**src/rtl/ber_ctrl_pkg.sv**
```systemverilog
// Shared types and default constants for the BER test controller.
package ber_ctrl_pkg;

  // Controller sequencing states
  typedef enum logic [2:0] {
    IDLE,
    LOAD,
    SETTLE,
    MEASURE,
    DONE
  } ber_state_e;

  localparam int unsigned DEF_LOAD_CYCLES  = 4;
  localparam int unsigned DEF_SETTLE_WRAPS = 2;
  localparam int unsigned DEF_WIN_LOG2     = 20;
  localparam int unsigned DEF_ERR_W        = 22;
  localparam int unsigned DEF_ERR_THRESH   = 0;

  // True while a test sequence is in progress
  function automatic logic ber_busy(input ber_state_e s);
    return (s == LOAD) || (s == SETTLE) || (s == MEASURE);
  endfunction

endpackage

```
**src/rtl/ber_sat_counter.sv**
```systemverilog
// Saturating up-counter with synchronous clear and a sticky overflow flag.
module ber_sat_counter #(
  parameter int unsigned W = 8
) (
  input  logic         clk,
  input  logic         reset,
  input  logic         clr,
  input  logic         inc,
  output logic [W-1:0] count,
  output logic         sat
);

  localparam logic [W-1:0] CNT_MAX = '1;

  // Count up to all ones; an increment at the ceiling only raises sat
  always_ff @(posedge clk) begin
    if (reset || clr) begin
      count <= '0;
      sat   <= 1'b0;
    end else if (inc) begin
      if (count == CNT_MAX) begin
        sat <= 1'b1;
      end else begin
        count <= count + W'(1);
      end
    end
  end

endmodule

```
**src/rtl/ber_test_controller.sv**
```systemverilog
// BER test sequencer: loads the LFSR, clears the magnitude accumulator, waits
// for the reference level to settle, then counts symbols and errors over a
// fixed window and holds the result until restarted.
// Optional feature macro: BER_THRESH_EN adds the registered ber_pass output.
module ber_test_controller
  import ber_ctrl_pkg::*;
#(
  parameter int unsigned LOAD_CYCLES  = DEF_LOAD_CYCLES,
  parameter int unsigned SETTLE_WRAPS = DEF_SETTLE_WRAPS,
  parameter int unsigned WIN_LOG2     = DEF_WIN_LOG2,
  parameter int unsigned ERR_W        = DEF_ERR_W,
  parameter int unsigned ERR_THRESH   = DEF_ERR_THRESH
) (
  input  logic                clk,
  input  logic                reset,
  input  logic                start,
  input  logic                abort,
  input  logic                sym_clk_ena,
  input  logic                lfsr_wrap,
  input  logic                sym_correct,
  input  logic                sym_error,
  output logic                load_data,
  output logic                clear_accumulator,
  output logic                busy,
  output logic                measuring,
  output logic                done,
  output logic [WIN_LOG2:0]   sym_count,
  output logic [ERR_W-1:0]    err_count,
  output logic                err_sat,
  output logic                proto_err
`ifdef BER_THRESH_EN
  ,
  output logic                ber_pass
`endif
);

  localparam int unsigned LCW = $clog2(LOAD_CYCLES + 1);
  localparam int unsigned WCW = $clog2(SETTLE_WRAPS + 1);
  localparam int unsigned SCW = WIN_LOG2 + 1;

  localparam logic [LCW-1:0] LOAD_LAST = LCW'(LOAD_CYCLES - 1);
  localparam logic [WCW-1:0] WRAP_LAST = WCW'(SETTLE_WRAPS - 1);
  localparam logic [SCW-1:0] SYM_LAST  = SCW'((64'd1 << WIN_LOG2) - 64'd1);

  // Elaboration-time parameter sanity
  if (LOAD_CYCLES < 1) begin : g_bad_load_cycles
    $error("LOAD_CYCLES must be at least 1");
  end
  if (SETTLE_WRAPS < 1) begin : g_bad_settle_wraps
    $error("SETTLE_WRAPS must be at least 1");
  end
  if (64'(ERR_THRESH) >= (64'd1 << ERR_W)) begin : g_bad_err_thresh
    $error("ERR_THRESH does not fit in ERR_W bits");
  end

  ber_state_e     state;
  logic [LCW-1:0] load_cnt;
  logic [WCW-1:0] wrap_cnt;
  logic           start_q;

  logic busy_st_c;
  logic meas_entry_c;
  logic err_inc_c;

  assign busy_st_c    = ber_busy(state);
  assign meas_entry_c = (state == SETTLE) && lfsr_wrap && (wrap_cnt == WRAP_LAST) && !abort;
  assign err_inc_c    = (state == MEASURE) && sym_clk_ena && sym_error && !abort;

  // Error counter: cleared on measurement entry, saturates at all ones
  ber_sat_counter #(
    .W (ERR_W)
  ) u_err_cnt (
    .clk   (clk),
    .reset (reset),
    .clr   (meas_entry_c),
    .inc   (err_inc_c),
    .count (err_count),
    .sat   (err_sat)
  );

`ifdef BER_THRESH_EN
  localparam logic [ERR_W-1:0] ERR_MAX = '1;

  logic [ERR_W-1:0] err_cnt_nxt_c;
  logic             err_sat_nxt_c;
  logic             pass_nxt_c;

  // Verdict from the error state as it will stand after the closing symbol
  always_comb begin
    err_cnt_nxt_c = err_count;
    err_sat_nxt_c = err_sat;
    if (err_inc_c) begin
      if (err_count == ERR_MAX) begin
        err_sat_nxt_c = 1'b1;
      end else begin
        err_cnt_nxt_c = err_count + ERR_W'(1);
      end
    end
    pass_nxt_c = (err_cnt_nxt_c <= ERR_W'(ERR_THRESH)) && !err_sat_nxt_c;
  end
`endif

  // Sequencer state, strobes and window counters
  always_ff @(posedge clk) begin
    if (reset) begin
      state             <= IDLE;
      load_cnt          <= '0;
      wrap_cnt          <= '0;
      start_q           <= 1'b0;
      load_data         <= 1'b0;
      clear_accumulator <= 1'b0;
      busy              <= 1'b0;
      measuring         <= 1'b0;
      done              <= 1'b0;
      sym_count         <= '0;
      proto_err         <= 1'b0;
`ifdef BER_THRESH_EN
      ber_pass          <= 1'b0;
`endif
    end else begin
      start_q           <= start;
      done              <= 1'b0;
      clear_accumulator <= lfsr_wrap && busy_st_c;
      if (abort) begin
        state             <= IDLE;
        load_data         <= 1'b0;
        busy              <= 1'b0;
        measuring         <= 1'b0;
        clear_accumulator <= 1'b0;
`ifdef BER_THRESH_EN
        ber_pass          <= 1'b0;
`endif
      end else begin
        case (state)
          IDLE: begin
            if (start) begin
              state     <= LOAD;
              load_data <= 1'b1;
              busy      <= 1'b1;
              load_cnt  <= '0;
            end
          end
          LOAD: begin
            if (load_cnt == LOAD_LAST) begin
              state             <= SETTLE;
              load_data         <= 1'b0;
              clear_accumulator <= 1'b1;
              wrap_cnt          <= '0;
            end else begin
              load_cnt <= load_cnt + LCW'(1);
            end
          end
          SETTLE: begin
            if (lfsr_wrap) begin
              if (wrap_cnt == WRAP_LAST) begin
                state     <= MEASURE;
                measuring <= 1'b1;
                sym_count <= '0;
                proto_err <= 1'b0;
              end else begin
                wrap_cnt <= wrap_cnt + WCW'(1);
              end
            end
          end
          MEASURE: begin
            if (sym_clk_ena) begin
              sym_count <= sym_count + SCW'(1);
              if (sym_correct == sym_error) begin
                proto_err <= 1'b1;
              end
              if (sym_count == SYM_LAST) begin
                state     <= DONE;
                busy      <= 1'b0;
                measuring <= 1'b0;
                done      <= 1'b1;
`ifdef BER_THRESH_EN
                ber_pass  <= pass_nxt_c;
`endif
              end
            end
          end
          DONE: begin
            if (start && !start_q) begin
              state     <= LOAD;
              load_data <= 1'b1;
              busy      <= 1'b1;
              load_cnt  <= '0;
`ifdef BER_THRESH_EN
              ber_pass  <= 1'b0;
`endif
            end
          end
          default: state <= IDLE;
        endcase
      end
    end
  end

endmodule

```
**config.mk**
```make
export PLATFORM = sky130hd
export DESIGN_NAME = ber_test_controller
export DESIGN_NICKNAME = d
export VERILOG_FILES = /design/src/rtl/ber_ctrl_pkg.sv /design/src/rtl/ber_sat_counter.sv /design/src/rtl/ber_test_controller.sv
export SDC_FILE = /design/constraint.sdc
export NUM_CORES = 1
export LEC_CHECK = 0
export CORE_ASPECT_RATIO = 1.4
export CORE_MARGIN = 5
export CORE_UTILIZATION = 30
export CTS_CLUSTER_SIZE = 10
export DETAILED_ROUTE_END_ITERATION = 6
export DONT_BUFFER_PORTS = 1
export MAX_ROUTING_LAYER = met4
export PLACE_DENSITY = 0.44
export SYNTH_ARGS = -nofsm -noshare
export SYNTH_HDL_FRONTEND = slang
export SYNTH_SLANG_ARGS = --single-unit
```
**constraint.sdc**
```tcl
create_clock -name clk -period 4.4 [get_ports clk]
set_input_delay 0.88 -clock clk [delete_from_list [all_inputs] [get_ports clk]]
set_output_delay 0.88 -clock clk [all_outputs]
set_load 0.01 [all_outputs]
```
==> qor.yml <==
worst_setup_path:
  critPathMaxStageDelay_ps: 690
  slowest_stage: "or2_2"
  regToRegStartpoint: "state[1]"
  worstPathMaxFanout: 42
  worst-setup-path-type: "flip-flop to flip-flop"
  critPathRequiredTime_ps: 4620
  reg2reg_slack_ps: 1900
  end_kind: "flip-flop"
  startpoint_type: "flip-flop"
  critPathArrivalTime_ps: 2720
  r2r_cells: 5
  r2r_end: "u_err_cnt.count[2]"
  cp_cell_sequence: "or3b_2 > nor3_2 > or2_2 > a211oi_1 > a31o_2"
placed_design:
  io_buffers: 0
  gp_congestion: 0.779
  dpl.hpwl_um: 5270
cts:
  root_buffer: "clkbuf_16"
  cts_setup_buffers: 0
  clk_latency_ps: 330
  cts_buffer_depth: 2
  cts_tree: "done"
  cts_buffers: 9
  clk_pin_slew_ps: 50
  ctsHtreeMaxLevel: 3
  cts_hold_buf: 0
  cts-resized-gates: 0
  cts_sinks: 59
final_layout:
  fin_util_pct: 34.3
  nFillCells: 1029
  antenna_cells: 0
  nets: 348
  areaGrowthSynthToFinish_pct: 12.1
  drive_above_1_share_pct: 7.65
timing:
  relSlewSlack_pct: 45.2
  setup_violations: 0
  tns_ps: 0
  hold_viol_final: 0
  skew_ps: 3.35
  rsz0062_at_grt: "false"
  drv_slew: 0
  final.hold.worst_slack_ps: 494
  post-route-min-period_ps: 2500
  max_freq_mhz: 400
  worst_slew_pin_slew_ps: 822
  fin_crit_sh_pct: 56.8
grt:
  grt_pass1_vias: 2182
  overflow: 0
  grt_max_degree: 43
  antenna_found_initial: 0
  grt_pass1_wl_um: 11600
  grt_use_total_pct: 13.3
route:
  drcViolationCount: 0
  drt-initial-drc-count: 89
  wl_per_cell_um: 16.1
  ant_nets: 0
  totalWireLength_um: 7240
  drt-pass1-iter-count: 4
  viasPerCell: 5.17
  vias: 2328
logic_synthesis:
  yosysWarnings: 0
  ys_seq_area_share_pct: 40.8
  synth_seq_cells: 59
  synth.avg_cell_area_sq_um: 8.57
  synth_top_area_share_pct: 40.8
  yosysMostFrequentCell: "dfxtp_1"
  synthArstFlopShare_pct: 0
  yosysTopAreaCell: "dfxtp_1"
  synth_common_cells: "dfxtp_1, nor2_1, nand2_1"
  synth_flop_cell: "dfxtp_1"
  synth_edf_count: 0
  synth_cell_types: 47
  syn_area_sq_um: 2900
  synth_cells: 338
  synthTopCellsByArea: "dfxtp_1, nor2_1, xor2_1"
  synth_nets: 351
floorplan:
  io-pin-count: 58
  die_area_sq_um: 11700
  die_y_um: 126
  die_w_um: 93.0
  coreArea_sq_um: 9460
  rows: 42
  initial_core_util_pct: 30.6
power:
  total_leakage_power_nw: 1.14
  peakVddDrop_v: 0.000162
  total_power_mw: 1.24
  pwr_density_cell_nw_per_um2: 383
worst_hold_path:
  hold_class: "flip-flop to flip-flop"
  min_to: "load_cnt[2]"
  hold-path-cell-count: 2
  hp-start: "load_cnt[2]"
run:
  drv_cap: 0
status:
  outcome: "finished, final reports clean"
==> placed cells by master, fill, tap and decap left out, types with 6 or more instances in the layout <==
cell / count
inv_1: 7
xnor2_1: 11
xor2_1: 21
nor4_1: 6
clkbuf_16: 9
a21oi_1: 16
mux2i_1: 10
nand4_1: 16
nand3_1: 20
and3_1: 11
nand2_1: 25
dfxtp_1: 59
or3_1: 7
nor2_1: 55
==> layout make-up <==
cell class / count / area, sq um / share of cell area, %
clock buffers: 15 / 288 / 8.86
clock inverters: 1 / 5.00 / 0.154
inverters: 7 / 26.3 / 0.809
multi-input cells: 257 / 1600 / 49.3
flip-flops and latches: 59 / 1180 / 36.4
well taps: 110 / 138 / 4.24
repair buffers: 1 / 7.51 / 0.231
==> worst max-delay path by stage <==
stage                startpoint                  to  slack (ps)  depth (start not counted)
finish                 state[1]  u_err_cnt.count[2]        1900                          5
CTS                    state[1]  u_err_cnt.count[2]        1880                          5
global placement       state[1]  u_err_cnt.count[2]        1920                          5
floorplan           sym_clk_ena  u_err_cnt.count[9]        2290                          6
detailed placement     state[1]  u_err_cnt.count[2]        1880                          5
global route           state[1]  u_err_cnt.count[2]        1680                          5
==> critical path, delay by kind of cell (launching register included) <==
| kind | cells | cell delay (ps) |
|---|---|---|
| simple gates | 3 | 1480 |
| flops | 1 | 540 |
| compound gates | 2 | 350 |
==> sequential cells by signal, summed over array words and instances (netlist names) <==
register and cells:
busy 1, clear_accumulator 1, done 1, load_cnt 3, load_data 1, measuring 1
proto_err 1, start_q 1, state 3, sym_count 21, u_err_cnt.count 22, u_err_cnt.sat 1
wrap_cnt 2
==> layer usage <==
layer	part of all wire [%]	global-route usage, %	vias to the layer above
met5	0	-	-
li1	-	-	1198
met4	1.7	6.47	0
met2	50	21.0	52
met1	41	14.1	1067
met3	7.1	5.73	11
==> metrics by stage <==
step,setup slack [ps],instances,area [sq um]
CTS,1880,450,3250
global route,1680,450,3250
detailed placement,1880,434,2960
finish,1900,450,3250
floorplan,2290,338,2900
global placement,1920,434,2960
==> report_power, final <==
group | total (mW) | internal, mW | switching [mW]
registers | 0.541 | 0.537 | 0.00322
logic | 0.0238 | 0.00807 | 0.0157
clock network | 0.680 | 0.442 | 0.238
total | 1.24 | 0.987 | 0.257
==> kinds of logic (layout without fill, tap and decap cells) <==
group	Yosys count	after routing	share of synthesized area, %
buf+inv	22	24	4.06
mux	10	10	3.46
fa+ha+maj	5	5	2.16
xor+xnor	32	32	9.68
simple gates	174	174	31.5
compound gates	36	36	8.38
flops	59	59	40.8
Power figures use the tool's default switching activity.
